`src/rtl/cpu15_pkg.sv`:
```
// cpu15_pkg: shared widths, opcodes and sequencer state encoding for the 15-bit CPU
package cpu15_pkg;
  localparam int PC_W = 8;
  localparam int INSN_W = 15;
  localparam logic [3:0] OP_MOV = 4'b0000;
  localparam logic [3:0] OP_ADD = 4'b0001;
  localparam logic [3:0] OP_SUB = 4'b0010;
  localparam logic [3:0] OP_AND = 4'b0011;
  localparam logic [3:0] OP_OR  = 4'b0100;
  localparam logic [3:0] OP_SL  = 4'b0101;
  localparam logic [3:0] OP_SR  = 4'b0110;
  localparam logic [3:0] OP_SRA = 4'b0111;
  localparam logic [3:0] OP_LDL = 4'b1000;
  localparam logic [3:0] OP_LDH = 4'b1001;
  localparam logic [3:0] OP_CMP = 4'b1010;
  localparam logic [3:0] OP_JE  = 4'b1011;
  localparam logic [3:0] OP_JMP = 4'b1100;
  localparam logic [3:0] OP_LD  = 4'b1101;
  localparam logic [3:0] OP_ST  = 4'b1110;
  localparam logic [3:0] OP_HLT = 4'b1111;
  typedef enum logic [5:0] {
    S_IDLE = 6'b000001,
    S_FT   = 6'b000010,
    S_DC   = 6'b000100,
    S_EX   = 6'b001000,
    S_WB   = 6'b010000,
    S_HLT  = 6'b100000
  } seq_state_t;
endpackage

```
`src/rtl/phase_pc_seq.sv`:
```
// phase_pc_seq: one-hot phase strobe generator, program counter and retire counter
module phase_pc_seq
  import cpu15_pkg::*;
#(
  parameter int PC_WIDTH = PC_W,
  parameter logic [PC_WIDTH-1:0] RESET_PC = '0,
  parameter int CNT_WIDTH = 16
) (
  input  logic                 CLK,
  input  logic                 RESET_N,
  input  logic                 RUN,
  input  logic                 STEP,
  input  logic                 JUMP_EN,
  input  logic [PC_WIDTH-1:0]  JUMP_ADDR,
  input  logic                 HALT_REQ,
  output logic                 CLK_FT,
  output logic                 CLK_DC,
  output logic                 CLK_EX,
  output logic                 CLK_WB,
  output logic [PC_WIDTH-1:0]  P_COUNT,
  output logic                 BUSY,
  output logic                 HALTED,
  output logic [CNT_WIDTH-1:0] INSN_CNT
);
  seq_state_t state, state_nx;
  // State register; the strobes are taken straight from these flops
  always_ff @(posedge CLK or negedge RESET_N)
    if (!RESET_N) state <= S_IDLE;
    else state <= state_nx;
  // Next state: fixed four-phase walk, WB decides halt/continue/idle, HLT is sticky
  always_comb begin
    state_nx = S_IDLE;
    case (state)
      S_IDLE:  state_nx = (RUN || STEP) ? S_FT : S_IDLE;
      S_FT:    state_nx = S_DC;
      S_DC:    state_nx = S_EX;
      S_EX:    state_nx = S_WB;
      S_WB:    state_nx = HALT_REQ ? S_HLT : (RUN ? S_FT : S_IDLE);
      S_HLT:   state_nx = S_HLT;
      default: state_nx = S_IDLE;
    endcase
  end
  // Phase outputs decoded directly from the one-hot state bits
  always_comb begin
    CLK_FT = state[1];
    CLK_DC = state[2];
    CLK_EX = state[3];
    CLK_WB = state[4];
    HALTED = state[5];
    BUSY   = |state[4:1];
  end
  // PC and retire counter move only on the edge that ends WB; a halt freezes the PC
  always_ff @(posedge CLK or negedge RESET_N)
    if (!RESET_N) begin
      P_COUNT  <= RESET_PC;
      INSN_CNT <= '0;
    end else if (state == S_WB) begin
      if (!HALT_REQ) P_COUNT <= JUMP_EN ? JUMP_ADDR : P_COUNT + 1'b1;
      if (!(&INSN_CNT)) INSN_CNT <= INSN_CNT + 1'b1;
    end
endmodule

```
`config.mk`:
```
export PLATFORM = sky130hd
export DESIGN_NAME = phase_pc_seq
export DESIGN_NICKNAME = d
export VERILOG_FILES = /design/src/rtl/cpu15_pkg.sv /design/src/rtl/phase_pc_seq.sv
export SDC_FILE = /design/constraint.sdc
export NUM_CORES = 1
export LEC_CHECK = 0
export ABC_AREA = 1
export BUFFER_PORTS_ARGS = -buffer_cell sky130_fd_sc_hd__buf_4
export CAP_MARGIN = 20
export CORE_UTILIZATION = 57
export CTS_CLUSTER_SIZE = 25
export DETAILED_ROUTE_END_ITERATION = 7
export PLACE_DENSITY = 0.82
export RECOVER_POWER = 50
export SLEW_MARGIN = 0
export SYNTH_ARGS = -nofsm -noshare
export SYNTH_HDL_FRONTEND = slang
export SYNTH_SLANG_ARGS = --single-unit
```
`constraint.sdc`:
```
create_clock -name CLK -period 4.5 [get_ports CLK]
set_clock_uncertainty 0.05 [all_clocks]
set_input_delay 0.45 -clock CLK [delete_from_list [all_inputs] [get_ports CLK]]
set_output_delay 0.45 -clock CLK [all_outputs]
set_load 0.1 [all_outputs]
```
Word-level counts from Yosys, hierarchy flattened
Cells that the tools add are included.

cells by class
  bitwise operators = 2
  eq/ne operators = 6
  muxes and demuxes = 5
  $add $sub $neg = 2
  reduce and logical (&&, ||, !) cells = 5

operators with widths
  kind                                                              count
  6-bit case mux with 6 select lines                                1
  16-bit by 1-bit adder with 16-bit output (second input constant)  1
  16-bit AND reduction                                              1
  8-bit by 1-bit adder with 8-bit output (second input constant)    1
  8-bit 2-to-1 mux                                                  1
  6-bit by 1-bit == test with 1-bit output (second input constant)  1
  6-bit by 2-bit == test with 1-bit output (second input constant)  1
  6-bit by 3-bit == test with 1-bit output (second input constant)  1
  6-bit by 4-bit == test with 1-bit output (second input constant)  1
  6-bit by 5-bit == test with 1-bit output (second input constant)  1
  6-bit == test (second input constant)                             1
  6-bit 2-to-1 mux                                                  1
  2-bit 2-to-1 mux                                                  2
  2-bit AND reduction                                               2
  4-bit OR reduction                                                1
  1-bit NOT                                                         2
  1-bit logical OR                                                  1

storage, ports and cells
  word-level logic and storage cells = 23
  input port bits = 14
  output and inout port bits = 30
  register bits after elaboration = 30

Longest topological paths before layout
Gate-level depths: netlist of the first run.

  depth after elaboration = 3
  depth in mapped cells = 9
  depth with buffers taken out = 8

Worst setup path before layout of the first run
Ideal clock, no wire load.

  kind = reg2out
  start point = register state[1]
  end point = output port BUSY
  data required time = 4,000 ps
  buffers on the path = 0
  stages on the path, launching flop included = 3
  path slack = 2,136 ps
  data arrival time = 1,864 ps
  cells stage by stage = dfrtp_1 -> inv_1 -> nand3_1

between the ends
  longest elaborated chain between the ends = 1

RTL lines
  what                    line                text
  from (decl)             phase_pc_seq.sv:25  seq_state_t state, state_nx;
  from (signal assigned)  phase_pc_seq.sv:29  else state <= state_nx;
  4-bit OR reduction      phase_pc_seq.sv:50  BUSY = |state[4:1];
  to (decl)               phase_pc_seq.sv:21  output logic BUSY,

No other way between the ends.

Final worst setup path of the first run
  start point = register INSN_CNT[7]
  end point = output port INSN_CNT[7]

RTL lines
  what                    line                text
  from (decl)             phase_pc_seq.sv:23  output logic [CNT_WIDTH-1:0] INSN_CNT
  from (signal assigned)  phase_pc_seq.sv:59  if (!(&INSN_CNT)) INSN_CNT <= INSN_CNT + 1'b1;

No word-level cell between the ends.

==> results of run 1 <==
[worst register-to-register path, stage by stage, from the launching register on]
cell,delay (ns)
dfrtp_1,0.42
nor2_1,0.28
nand4_1,0.25
nor2_1,0.58
o211ai_1,0.18
nand2_1,0.09
[final cells by class]
| type | count | area (um^2) | share of cell area [%] |
|---|---|---|---|
| timing repair buffer | 44 | 314 | 13.8 |
| multi-input combinational | 195 | 948 | 41.7 |
| clock buffer | 8 | 78.8 | 3.47 |
| tap | 44 | 55.1 | 2.42 |
| sequential | 30 | 752 | 33.1 |
| inverter | 33 | 124 | 5.45 |
[through the flow]
| stage | instance area, um^2 | utilization (%) | std cells | hold slack, ns |
|---|---|---|---|---|
| 3_3_place_gp | 2220 | 72.2 | 345 | 0.353 |
| 4_1_cts | 2310 | 75.1 | 354 | 0.300 |
| 3_5_place_dp | 2220 | 72.2 | 345 | 0.352 |
| 5_1_grt | 2270 | 73.8 | 354 | 0.283 |
| 2_1_floorplan | 1870 | - | 261 | 0.104 |
| 6_report | 2270 | 73.8 | 354 | 0.309 |
[kinds of logic (layout without fill, tap and decap cells)]
logic type	after synthesis	in the layout	share of synthesized area [%]
and+or+nand+nor	164	164	39.5
AOI/OAI and AO/OA	21	21	7.16
buffers and inverters	36	85	8.03
DFF	30	30	40.2
adders and majority gates	2	2	1.34
xor gates and xnor gates	8	8	3.75
[sequential cells by signal, summed over array words and instances (netlist names)]
name	cells
INSN_CNT	16
P_COUNT	8
state	6
[where the power goes]
| group | switching (mW) | internal [mW] |
|---|---|---|
| sequential | 0.0454 | 0.310 |
| combinational | 0.387 | 0.102 |
| clock | 0.0964 | 0.107 |
[per-layer routing]
layer,track usage (%),routed length [um],vias up,share of wire (%)
met4,9.86,52,0,1.3
met1,32.0,1920,814,47
met2,43.3,1930,53,47
li1,-,-,926,-
met3,6.77,213,6,5.2
met5,0,0,-,0
[how the worst max path moves through the flow]
stage,to,from
2_1_floorplan,BUSY,state[1]$_DFF_PN0_
3_3_place_gp,INSN_CNT[6]$_DFFE_PN0P_,INSN_CNT[0]$_DFFE_PN0P_
3_5_place_dp,INSN_CNT[6]$_DFFE_PN0P_,INSN_CNT[0]$_DFFE_PN0P_
4_1_cts,INSN_CNT[6]$_DFFE_PN0P_,INSN_CNT[0]$_DFFE_PN0P_
5_1_grt,INSN_CNT[10]$_DFFE_PN0P_,RESET_N
6_report,INSN_CNT[7],INSN_CNT[7]$_DFFE_PN0P_
[cell usage in the layout, fill, tap and decap left out, drive strengths merged, types with 5 or more instances in the layout]
cell	count
nor2	35
nand3	17
xnor2	5
inv	33
clkbuf	13
dfrtp	29
buf	38
nand2	94
o21ai	17
nand4	11
==> reports/results.ini, run 1 <==
[clock_tree]
clockRootBuffer = clkbuf_4
clock_sinks = 30
cts.repair.resized = 0
cts_tree = yes
cts_buffers = 5
path_clk_slew_ns = 0.10
postCtsSetupBuffers = 0
htree_levels = 2
hold_buffers = 1
clockBufferDepth = 2
clk_latency_ns = 0.34

[pwr]
peakVddDrop_v = 0.000366
powerDensity_mw_per_mm2 = 461
leakage_nw = 1.15
totalPowerFinal_mw = 1.05

[detailed_routing]
dr.pass1.iters = 4
wl_um = 4120
vias = 1799
vias_per_cell = 5.08
drcViolationCount = 0
drt_first_iter_violations = 86
final_antenna_net_count = 0
routedWlPerCell_um = 11.6

[placed_design]
place_ws_ns = 2.66
dp_hpwl_um = 3060
gp_congestion = 0.862
io_buffers = 43

[synthesis]
ys_types = 29
synth_area_mm2 = 0.00187
synthCells = 261
ys_ff_latch = 30
yosysWarnings = 0
netlist_top_cells_area = dfrtp_1, nand2_1, inv_1
synth_edf_count = 0
synthFlopType = dfrtp_1
synth_commonest_cells = nand2_1, inv_1, dfrtp_1
async_flop_share_pct = 100
synth_most_common_cell = nand2_1
synth_seq_area_share_pct = 40.2
syn_area_per_cell_um2 = 7.17
synth_top_cell_area_share_pct = 38.8
synthesis.nets = 277
synth_top_area_cell = dfrtp_1

[die]
core_mm2 = 0.00308
io_pins = 44
die_x_um = 59.3
die_area_mm2 = 0.00351
die_h_um = 59.3
start_util_pct = 60.8
rows = 20

[final_layout]
finalNetCount = 325
fillerInstances = 273
syn_to_final_growth_pct = 21.5
drive_above_1_share_pct = 21.0
antennaDiodeCount = 0

[min_path]
min_from = JUMP_ADDR[2]
hold_end = P_COUNT[2]$_DFFE_PN0P_
holdPathStages = 3
hold_class = in -> reg

[timing]
rsz0062_at_grt = no
min_period_ns = 2.11
fin_ws_ns = 2.39
fin_setup_tns_ns = 0
slew_violations = 31
relSlewSlack_pct = -7.32
fin_crit_sh_pct = 46.9
finalHoldViolCount = 0
fmax_mhz = 474
worstMarginPinSlew_ns = 1.61
setup_violations = 0

[run_status]
violations = capacitance limit, slew limit
status = finished, violations left

[worst_setup_path]
cp_top_family = buffers and inverters
rrSetupSlack_ns = 2.58
r2r_end = P_COUNT[2]$_DFFE_PN0P_
critPathSlowestCell = clkbuf_1
path_class = reg -> out
crit_required_ns = 4.00
r2r.worst_path.cells = 5
path_buf_inv = 1
cp_slowest_stage_delay_ns = 0.88
path_cells = clkbuf_1
crit_fanout = 5
crit-reg2reg-launch = state[3]$_DFF_PN0_
end_kind = output pin
start_kind = register
cp.arrival_ns = 1.61
path_depth = 1

[global_route]
overflow = 0
grt_pass1_vias = 1594
grtUsageTotal_pct = 26.0
antenna_found_initial = 0
grt_max_degree = 31
grt_pass1_wl_um = 6730

[job]
maxCapViolCount = 1

(Power assumes the default switching activity.)
==> run 2: changes to the inputs <==
- CORE_UTILIZATION: 57 -> 48
- PLACE_DENSITY: 0.82 -> 0.73
- clock period: 4.5 -> 1.75 ns (I/O delays scaled with it)
==> reports/results.ini, run 2 (same netlist as run 1, synthesis figures left out) <==
[run_status]
status = complete, no violations

[timing]
relSlewSlack_pct = 50.7
fin_crit_sh_pct = 87.3
fin_ws_ns = 0.222
min_period_ns = 1.53
setup_violations = 0
worstMarginPinSlew_ns = 0.740
finalHoldViolCount = 0
slew_violations = 0
rsz0062_at_grt = no
fin_setup_tns_ns = 0
fmax_mhz = 654

[clock_tree]
path_clk_slew_ns = 0.07
postCtsSetupBuffers = 0
htree_levels = 2
clockRootBuffer = clkbuf_8
clock_sinks = 30
cts_buffers = 5
cts_tree = yes
clk_latency_ns = 0.29
clockBufferDepth = 2

[worst_setup_path]
crit_fanout = 18
path_class = reg -> reg
crit-reg2reg-launch = INSN_CNT[0]$_DFFE_PN0P_
crit_required_ns = 1.88
cp.arrival_ns = 1.66
cp-startpoint = INSN_CNT[0]$_DFFE_PN0P_
start_kind = register
end_kind = register

[final_layout]
syn_to_final_growth_pct = 26.6
fin_cells = 360
layout_commonest_cell = nand2_1
drive_above_1_share_pct = 32.4
fillerInstances = 356
largest-register = INSN_CNT
finalNetCount = 327
multi_input_area_um2 = 986
layout_common_cells = nand2_1, inv_1, buf_4
ff_latch_area_um2 = 787
postLayoutCellArea_mm2 = 0.00237
antennaDiodeCount = 0
largest_reg_flops = 16
reg_top3 = INSN_CNT x16, P_COUNT x8, state x6

[min_path]
hold_class = in -> reg
min_from = JUMP_ADDR[2]

[detailed_routing]
routed-wl-met3_um = 172
drt_first_iter_violations = 113
dr.pass1.iters = 4
wl_um = 4250
vias = 1771
final_antenna_net_count = 0
routedWlPerCell_um = 11.8
drcViolationCount = 0
vias_per_cell = 4.92
met2_length_um = 2010
wl_met1_um = 2030
highest_layer = met4

[die]
die_x_um = 64.4
core_mm2 = 0.00369
die_area_mm2 = 0.00415
die_h_um = 64.4
rows = 22
start_util_pct = 50.7
io_pins = 44

[global_route]
grt_pass1_wl_um = 7580
grt_max_degree = 31
antenna_found_initial = 0
grtUsageTotal_pct = 23.7
grt_pass1_vias = 1700
overflow = 0

[placed_design]
dp_hpwl_um = 3080
dpl-instance-area_mm2 = 0.00231
place_ws_ns = 0.231
io_buffers = 43
dp_cells = 351
gp_congestion = 0.820

[pwr]
powerDensity_mw_per_mm2 = 1170
leakage_nw = 1.15
totalPowerFinal_mw = 2.76
peakVddDrop_v = 0.00108

[job]
maxCapViolCount = 0

run 2: final cells by class:
cell class,instances,share of cell area [%]
Tap cell,48,2.54
Clock buffer,6,3.07
Timing Repair Buffer,46,13.8
Clock inverter,2,0.423
Inverter,33,5.23
Sequential cell,30,33.2
Multi-Input combinational cell,195,41.6
run 2: per-layer routing:
layer	global-route usage (%)	vias to the layer above
met1	31.3	805
met2	38.3	34
met4	8.06	0
li1	-	928
met5	0	-
met3	5.46	4
run 2: final timing paths:
path / to / slack [ns] / cells after the start
setup / recovery: INSN_CNT[11]$_DFFE_PN0P_ / 0.22 / 9
hold / removal: P_COUNT[2]$_DFFE_PN0P_ / 0.08 / 3
setup reg to reg: INSN_CNT[11]$_DFFE_PN0P_ / 0.22 / 9
hold reg to reg: P_COUNT[1]$_DFFE_PN0P_ / 0.47 / 2
max in group asynchronous: INSN_CNT[1]$_DFFE_PN0P_ / 0.67 / 2
min in group asynchronous: INSN_CNT[0]$_DFFE_PN0P_ / 0.44 / 2
run 2: stage by stage:
step	hold slack [ns]	util, %
floorplan	-0.171	-
global route	0.123	64.2
global placement	0.0805	62.6
CTS	0.0787	65.1
finish	0.0799	64.2
detailed placement	0.0775	62.6
run 2: what timing repair did:
action	in CTS	in global routing
setup endpoints to repair	0	0
hold endpoints to repair	29	0
gates resized for setup	0	0
hold buffers	1	0
run 2: power by group:
group / internal (mW) / switching [mW] / total, mW / leakage, nW
registers: 0.814 / 0.130 / 0.945 / 0.362
clock network: 0.275 / 0.271 / 0.546 / 0.0450
logic: 0.262 / 1.01 / 1.27 / 0.742
run 2: critical path, stage by stage (launching register included):
cell     delay [ns]
dfrtp_4        0.47
ha_4           0.17
nand3_2        0.12
inv_2          0.09
nand2_4        0.07
nor2_4         0.13
nor2_4         0.04
buf_12         0.15
nand2_1        0.08
o21ai_2        0.05
